## src/rtl/jtag_master_shift.sv

```systemverilog
// JTAG master shifter: clocks up to MAX_LEN TMS/TDI bits out LSB-first and captures TDO per bit.
// Define JTAG_MASTER_RESET_SEQ_EN to issue five TMS=1 TCK pulses after reset release.
module jtag_master_shift #(
  parameter int CLK_DIV = 4,
  parameter int MAX_LEN = 32
) (
  input  logic        clk_8388,
  input  logic        ck_rst,
  input  logic        cmd_valid,
  output logic        cmd_ready,
  input  logic [5:0]  cmd_len,
  input  logic [31:0] cmd_tms,
  input  logic [31:0] cmd_tdi,
  output logic        rsp_valid,
  input  logic        rsp_ready,
  output logic [31:0] rsp_tdo,
  output logic        tck,
  output logic        tms,
  output logic        tdi,
  input  logic        tdo,
  output logic        busy
);

  typedef enum logic [2:0] {
    S_IDLE,
    S_LOW,
    S_HIGH,
    S_DONE
`ifdef JTAG_MASTER_RESET_SEQ_EN
    , S_RSTSEQ
`endif
  } state_t;

`ifdef JTAG_MASTER_RESET_SEQ_EN
  localparam state_t RST_STATE = S_RSTSEQ;
`else
  localparam state_t RST_STATE = S_IDLE;
`endif

  state_t      state;
  state_t      state_nx;
  logic [7:0]  div_cnt;
  logic        div_last;
  logic [5:0]  bit_idx;
  logic [5:0]  len_q;
  logic [5:0]  len_clamp;
  logic        last_bit;
  logic [31:0] tms_sh;
  logic [31:0] tdi_sh;
  logic        tdo_s1;
  logic        tdo_s2;
`ifdef JTAG_MASTER_RESET_SEQ_EN
  logic        rs_high;
`endif

  assign div_last  = (div_cnt == 8'(CLK_DIV - 1));
  assign len_clamp = (cmd_len > 6'(MAX_LEN)) ? 6'(MAX_LEN) : cmd_len;
  assign last_bit  = (bit_idx == len_q - 6'd1);

  always_ff @(posedge clk_8388 or negedge ck_rst) begin
    if (!ck_rst) state <= RST_STATE;
    else         state <= state_nx;
  end

  always_comb begin
    state_nx = state;
    case (state)
      S_IDLE: begin
        if (cmd_valid) state_nx = (len_clamp == 6'd0) ? S_DONE : S_LOW;
      end
      S_LOW: begin
        if (div_last) state_nx = S_HIGH;
      end
      S_HIGH: begin
        if (div_last) state_nx = last_bit ? S_DONE : S_LOW;
      end
      S_DONE: begin
        if (rsp_ready) state_nx = S_IDLE;
      end
`ifdef JTAG_MASTER_RESET_SEQ_EN
      S_RSTSEQ: begin
        if (div_last && rs_high && bit_idx == 6'd4) state_nx = S_IDLE;
      end
`endif
      default: state_nx = RST_STATE;
    endcase
  end

  // Handshake outputs are gated by ck_rst so they drop the instant reset asserts.
  always_comb begin
    cmd_ready = ck_rst && (state == S_IDLE);
    busy      = ck_rst && (state != S_IDLE);
    rsp_valid = (state == S_DONE);
`ifdef JTAG_MASTER_RESET_SEQ_EN
    tck       = (state == S_HIGH) || ((state == S_RSTSEQ) && rs_high);
`else
    tck       = (state == S_HIGH);
`endif
  end

  always_ff @(posedge clk_8388 or negedge ck_rst) begin
    if (!ck_rst) begin
      div_cnt <= '0;
      bit_idx <= '0;
      len_q   <= '0;
      tms_sh  <= '0;
      tdi_sh  <= '0;
      rsp_tdo <= '0;
      tms     <= 1'b1;
      tdi     <= 1'b0;
      tdo_s1  <= 1'b0;
      tdo_s2  <= 1'b0;
`ifdef JTAG_MASTER_RESET_SEQ_EN
      rs_high <= 1'b0;
`endif
    end else begin
      tdo_s1 <= tdo;
      tdo_s2 <= tdo_s1;
      case (state)
        S_IDLE: begin
          if (cmd_valid) begin
            len_q   <= len_clamp;
            tms_sh  <= cmd_tms >> 1;
            tdi_sh  <= cmd_tdi >> 1;
            rsp_tdo <= '0;
            div_cnt <= '0;
            bit_idx <= '0;
            // A zero-length command leaves the pins at the previous command's last bit.
            if (len_clamp != 6'd0) begin
              tms <= cmd_tms[0];
              tdi <= cmd_tdi[0];
            end
          end
        end
        S_LOW: begin
          div_cnt <= div_last ? 8'd0 : div_cnt + 8'd1;
        end
        S_HIGH: begin
          div_cnt <= div_last ? 8'd0 : div_cnt + 8'd1;
          if (div_last) begin
            rsp_tdo[bit_idx[4:0]] <= tdo_s2;
            bit_idx <= bit_idx + 6'd1;
            if (!last_bit) begin
              tms    <= tms_sh[0];
              tdi    <= tdi_sh[0];
              tms_sh <= tms_sh >> 1;
              tdi_sh <= tdi_sh >> 1;
            end
          end
        end
`ifdef JTAG_MASTER_RESET_SEQ_EN
        S_RSTSEQ: begin
          div_cnt <= div_last ? 8'd0 : div_cnt + 8'd1;
          if (div_last) begin
            rs_high <= !rs_high;
            if (rs_high) bit_idx <= bit_idx + 6'd1;
          end
        end
`endif
        default: ;
      endcase
    end
  end

endmodule

```

## config.mk

```make
export PLATFORM = sky130hd
export DESIGN_NAME = jtag_master_shift
export DESIGN_NICKNAME = d
export VERILOG_FILES = /design/src/rtl/jtag_master_shift.sv
export SDC_FILE = /design/constraint.sdc
export NUM_CORES = 1
export LEC_CHECK = 0
export ABC_CLOCK_PERIOD_IN_PS = 2510
export CORE_MARGIN = 1
export CORE_UTILIZATION = 52
export DETAILED_ROUTE_END_ITERATION = 8
export HOLD_SLACK_MARGIN = 0.15
export PLACE_DENSITY_LB_ADDON = 0.3
export SYNTH_ARGS = -nofsm -noshare
export SYNTH_HDL_FRONTEND = slang
export SYNTH_SLANG_ARGS = --single-unit
```

## constraint.sdc

```tcl
create_clock -name clk_8388 -period 2.51 [get_ports clk_8388]
set_input_delay 0.6275 -clock clk_8388 [delete_from_list [all_inputs] [get_ports clk_8388]]
set_output_delay 0.6275 -clock clk_8388 [all_outputs]
set_load 0.02 [all_outputs]
```

==> results.toml, run 1 <==
[floorplanning]
die_y_um = 108.1
ios = 113
core_area_um2 = 10890
start_util_pct = 53.80
rows = 38
die_x_um = 108.1
dieArea_um2 = 11690

[logic_synthesis]
synth.distinct_cells = 37
syn_area_per_cell_um2 = 9.388
yosysMostFrequentCell = "dfrtp_1"
synth.area.top_cells = "dfrtp_1 (51%), mux2i_1 (11%), a21oi_1 (8.4%)"
synth_top_area_cell = "dfrtp_1"
ys.flop_type = "dfrtp_1"
yosys.area.top_type_share_pct = 50.83
syn-num-nets = 709
synth_edf_count = 0
synth_area_um2 = 5858
synth_commonest_cells = "dfrtp_1 (119), a21oi_1 (98), nand2_1 (85)"
postSynthCellCount = 624
async_flop_share_pct = 100.0
yosysSeqAreaShare_pct = 51.28
synth_seq_cells = 120
synth_warnings = 0

[sta]
worst_slew_pin_slew_ns = 0.9883
setup_tns_ns = 0
whs_ns = 0.2075
rsz0062_at_grt = "no"
timing.final.ws_setup_ns = 0.1223
hold_viol = 0
slew_headroom_pct = 34.12
setup_viol = 0
fin_crit_sh_pct = 95.13
fmax_mhz = 418.8
worst_clock_skew_ns = 0.005072
layout_min_cycle_time_ns = 2.388
maxSlewViolCount = 0

[finish]
final_cells = 892
n_fill_cell = 790
drive_gt1_share_pct = 8.644
register_area_um2 = 3004
layout.nets = 824
antenna_cells = 0
design_area_um2 = 7834
multi_input_area_um2 = 2645
utilization_pct = 71.95
synthToLayoutAreaGrowth_pct = 33.72

[placed_design]
io_buffers = 112
place_ws_ns = 0.07403
place_area_um2 = 7217
place_congestion = 0.8412
hpwl_um = 9090
numPlacedInstances = 860

[critical_path]
endpoint = "cmd_ready"
cp-end-kind = "output port"
crit_type = "reg2out"
startpoint = "state[0]"
start_kind = "flip-flop"
cp.required_ns = 1.88
crit_arrival_ns = 1.76
worstReg2RegStart = "len_q[0]"
critPathMaxFanout = 5
r2r_setup_slack_ns = 0.15
r2r_cells = 8
reg2reg_to = "tms_sh[21]"

[clocking]
cts_setup_buffers = 0
h-tree-depth = 4
worstSkewPairLatency_ns = 0.54
clkTransAtPathRegs_ns = 0.06
cts_sinks = 120
cts_buffers = 17
root_buffer = "clkbuf_8"
cts_hold_buf = 0
clockBufferDepth = 2
cts_tree = "yes"

[grt]
grt_max_degree = 75
grt_pass1_wl_um = 22390
groute.usage.overall_pct = 25.34
gr-total-overflow = 0
antenna_found_initial = 0
grt_pass1_vias = 4716

[routing]
vias_per_cell = 5.528
drt-total-wl_um = 13710
vias = 4931
drtIter0Drc = 328
wl_per_cell_um = 15.37
ant_nets = 0
firstDrtPassIters = 5
drc = 0

[power]
p_comb_share_pct = 4.7
ir_drop_mv = 0.4999
p_switching_mw = 0.9865
p_leak_nw = 3.323
switching_share_pct = 20.89
power_frac_clock_pct = 54.0
powerDensity_nw_per_um2 = 602.9
sequentialPowerShare_pct = 41.4
power_mw = 4.723
p_int_mw = 3.737

[hold_path]
hold_path_class = "in2async"

[run]
max_cap_viol_count = 0

[run_status]
status = "finished clean"
-- power by group through the flow --
stage               sequential (mW)  clock (mW)  combinational, mW
finish                         1.95        2.55              0.220
global route                   1.95        2.68              0.240
global placement               1.99           0              0.220
floorplan                      1.99           0             0.0424
detailed placement             1.99           0              0.223
CTS                            1.95        2.58              0.225
-- worst max-delay path, stage by stage (launching register included) --
cell	delay [ns]
dfrtp_1	0.40
inv_1	0.15
ha_2	0.26
and2_1	0.13
clkdlybuf4s15_1	0.29
-- placed cells by master, fill, tap and decap left out, drive strengths merged --
cell type,count
nand2b,9
clkbuf,20
or4,1
dfstp,1
xor2,10
clkinvlp,2
dlygate4sd2,3
xnor2,5
mux2,1
or3,2
nand2,85
clkdlybuf4s50,107
a21o,1
nor2b,2
and3b,1
nor3b,8
and2,1
clkinv,5
nor2,80
nand3b,3
o31ai,3
nand3,40
nor4,3
bufinv,4
inv,10
and3,2
nand4,2
a21oi,98
a221o,1
ha,10
mux2i,63
clkdlybuf4s15,1
a31oi,3
a21boi,1
o41a,1
dfrtp,119
buf,25
o21ai,15
nor3,4
-- kinds of logic after synthesis --
kind of cell	after synthesis	synth area share [%]
simple gates	243	18.52
compound gates	123	10.98
flops	120	51.28
mux	64	10.96
buf+inv	49	3.887
xor+xnor	15	2.243
fa+ha+maj	10	2.136
-- area by class of cell --
class / count / share of cell area, %
well taps: 140 / 2.236
clock buffers: 20 / 5.686
flip-flops and latches: 120 / 38.35
repair buffers: 136 / 17.33
inverters: 9 / 0.4312
clock inverters: 12 / 2.204
multi-input cells: 455 / 33.76
-- flip-flops by register name (all words and copies together), names as in the netlist --
name and flops:
rsp_tdo 32, tdi_sh 31, tms_sh 31, div_cnt 8
bit_idx 6, len_q 6, state 2, tdi 1
tdo_s1 1, tdo_s2 1, tms 1
-- timing repair --
action	4_1_cts	5_1_grt
hold endpoints to repair	0	0
resized for setup	5	1
setup endpoints to repair	4	1
-- worst min-delay path by stage --
stage / from / endpoint / slack [ns]
floorplan: ck_rst / bit_idx[0] / 0.33
global placement: tdo_s1 / tdo_s2 / 0.33
detailed placement: tdo_s1 / tdo_s2 / 0.35
CTS: ck_rst / len_q[1] / 0.22
global route: ck_rst / len_q[0] / 0.25
finish: ck_rst / len_q[0] / 0.21
-- routing by layer --
| layer | global-route usage (%) | vias to the layer above | wire length [um] |
|---|---|---|---|
| met2 | 41.40 | 157 | 6866 |
| met5 | 0 | - | 0 |
| met4 | 11.06 | 0 | 293 |
| met3 | 7.052 | 28 | 738 |
| met1 | 31.40 | 2378 | 5813 |
| li1 | - | 2368 | - |
Note: power is estimated with default switching activity, not from simulation.
==> run 2: changes to the inputs <==
CORE_ASPECT_RATIO = 1.1   (was not set)
CORE_MARGIN = 1.5   (was 1)
RECOVER_POWER = 50   (was not set)
==> results.toml, run 2 (same netlist as run 1, synthesis figures left out) <==
[finish]
synthToLayoutAreaGrowth_pct = 32.34
reg_top3 = "rsp_tdo: 32 flops, tdi_sh: 31 flops, tms_sh: 31 flops"
final_common_cell = "dfrtp_1"
largest_reg_flops = 32
top_register = "rsp_tdo"
n_fill_cell = 774
register_area_um2 = 3004
final_cell_mix = "dfrtp_1 (119), clkdlybuf4s50_1 (103), a21oi_1 (98), nand2_1 (85), nor2_1 (79)"
drive_gt1_share_pct = 7.363
final_cells = 894
antenna_cells = 0
multi_input_area_um2 = 2643
utilization_pct = 70.73
layout.nets = 824

[run]
max_cap_viol_count = 1

[clocking]
root_buffer = "clkbuf_16"
cts_tree = "yes"
cts_buffers = 17
clockBufferDepth = 2
clkTransAtPathRegs_ns = 0.05
cts_sinks = 120
worstSkewPairLatency_ns = 0.40
cts_hold_buf = 0
cts_setup_buffers = 0
h-tree-depth = 4

[floorplanning]
start_util_pct = 53.45
die_x_um = 104.2
rows = 40
core_area_um2 = 10960
ios = 113
dieArea_um2 = 11910
die_y_um = 114.3

[hold_path]
hold_path_class = "reg2reg"
holdPathStages = 0
hold_end = "tdo_s2"
min-delay-start = "tdo_s1"

[critical_path]
cp-end-kind = "output port"
r2r_cells = 8
critPathMaxFanout = 5
cp_slowest_cell = "clkdlybuf4s50_1"
r2r_setup_slack_ns = 0.16
max_stage_delay_ns = 0.64
reg2reg_to = "tdi_sh[25]"
cp.required_ns = 1.88
cp_cell_sequence = "ha_1, clkdlybuf4s50_1"
crit_arrival_ns = 1.74
crit_type = "reg2out"
start_kind = "flip-flop"
worstReg2RegStart = "len_q[0]"

[power]
powerDensity_nw_per_um2 = 567.8
ir_drop_mv = 0.3805
power_mw = 4.402
p_leak_nw = 3.314

[routing]
vias = 4851
drt-total-wl_um = 13210
drtIter0Drc = 249
drc = 0
vias_per_cell = 5.426
ant_nets = 0
wl_per_cell_um = 14.77
firstDrtPassIters = 5

[run_status]
violations = "capacitance limit, slew limit"
status = "complete, but fails checks"

[sta]
setup_tns_ns = 0
rsz0062_at_grt = "no"
setup_viol = 0
worst_clock_skew_ns = 0.008881
layout_min_cycle_time_ns = 2.364
maxSlewViolCount = 74
fin_crit_sh_pct = 94.17
slew_headroom_pct = -17.61
worst_slew_pin_slew_ns = 1.764
hold_viol = 0
fmax_mhz = 423.1

[grt]
grt_pass1_vias = 4847
grt_pass1_wl_um = 22270
antenna_found_initial = 0
gr-total-overflow = 0
grt_max_degree = 74
groute.usage.overall_pct = 23.31

[placed_design]
hpwl_um = 9051
place_congestion = 0.8369
numPlacedInstances = 867
io_buffers = 112
## run 2: changes by cell type in the layout (fill, tap and decap cells not counted), moves of 2 or more
cell             delta
buf_4               -6
bufinv_16           -3
clkbuf_1            +4
clkbuf_2            +2
clkbuf_8            +2
clkdlybuf4s50_1     -4
clkinvlp_4          -2
dlygate4sd2_1       -2
dlygate4sd3_1       +5
dlymetal6s2s_1      +2
## run 2: critical path, delay by kind of cell, from the launching register on
family	cells	cell delay (ns)
fa+ha+maj	1	0.28
flops	1	0.41
buf+inv	1	0.64
## run 2: metal layers
| metal | routed length (um) | vias to the layer above | GRT usage, % |
|---|---|---|---|
| met5 | 0 | - | 0 |
| met4 | 257 | 0 | 8.796 |
| met3 | 699 | 28 | 6.545 |
| met2 | 6661 | 152 | 40.09 |
| met1 | 5590 | 2305 | 28.06 |
| li1 | - | 2366 | - |
## run 2: worst max-delay path by stage
stage / start / to / slack (ns) / cells after the start
6_report: state[1] / rsp_valid / 0.15 / 2
5_1_grt: len_q[0] / tdi_sh[25] / 0.01 / 10
4_1_cts: state[0] / busy / 0.008 / 4
3_5_place_dp: cmd_valid / tms_sh[6] / 0.09 / 9
3_3_place_gp: cmd_valid / rsp_tdo[24] / 0.18 / 9
2_1_floorplan: state[0] / tdi_sh[0] / 0.20 / 7
## run 2: final cells by class
class,instances,share of cell area (%)
Tap cell,147,2.372
Clock inverter,4,0.5810
Timing Repair Buffer,136,17.35
Inverter,9,0.4358
Sequential cell,120,38.75
Multi-Input combinational cell,455,34.09
Clock buffer,23,6.424
## run 2: what timing repair did
| action | CTS | global route |
|---|---|---|
| pin swaps | 0 | 0 |
| endpoints found under the setup margin | 1 | 2 |
| resized for setup | 1 | 2 |
## run 2: stage by stage
stage / setup slack [ns] / area [um^2] / hold slack [ns]
after detailed placement: 0.08649 / 7226 / 0.3465
final: 0.1462 / 7752 / 0.3532
after CTS: 0.008385 / 7767 / 0.3570
after floorplan: 0.1973 / 5858 / 0.3312
after global routing: 0.009975 / 7752 / 0.3622
after global placement: 0.1771 / 7226 / 0.3345
## run 2: power by group
group	total (mW)	leakage, nW	switching, mW	internal, mW
sequential	1.96	1.62	0.0102	1.94
combinational	0.219	1.42	0.0877	0.131
clock	2.23	0.272	0.772	1.46
total	4.40	3.31	0.870	3.53
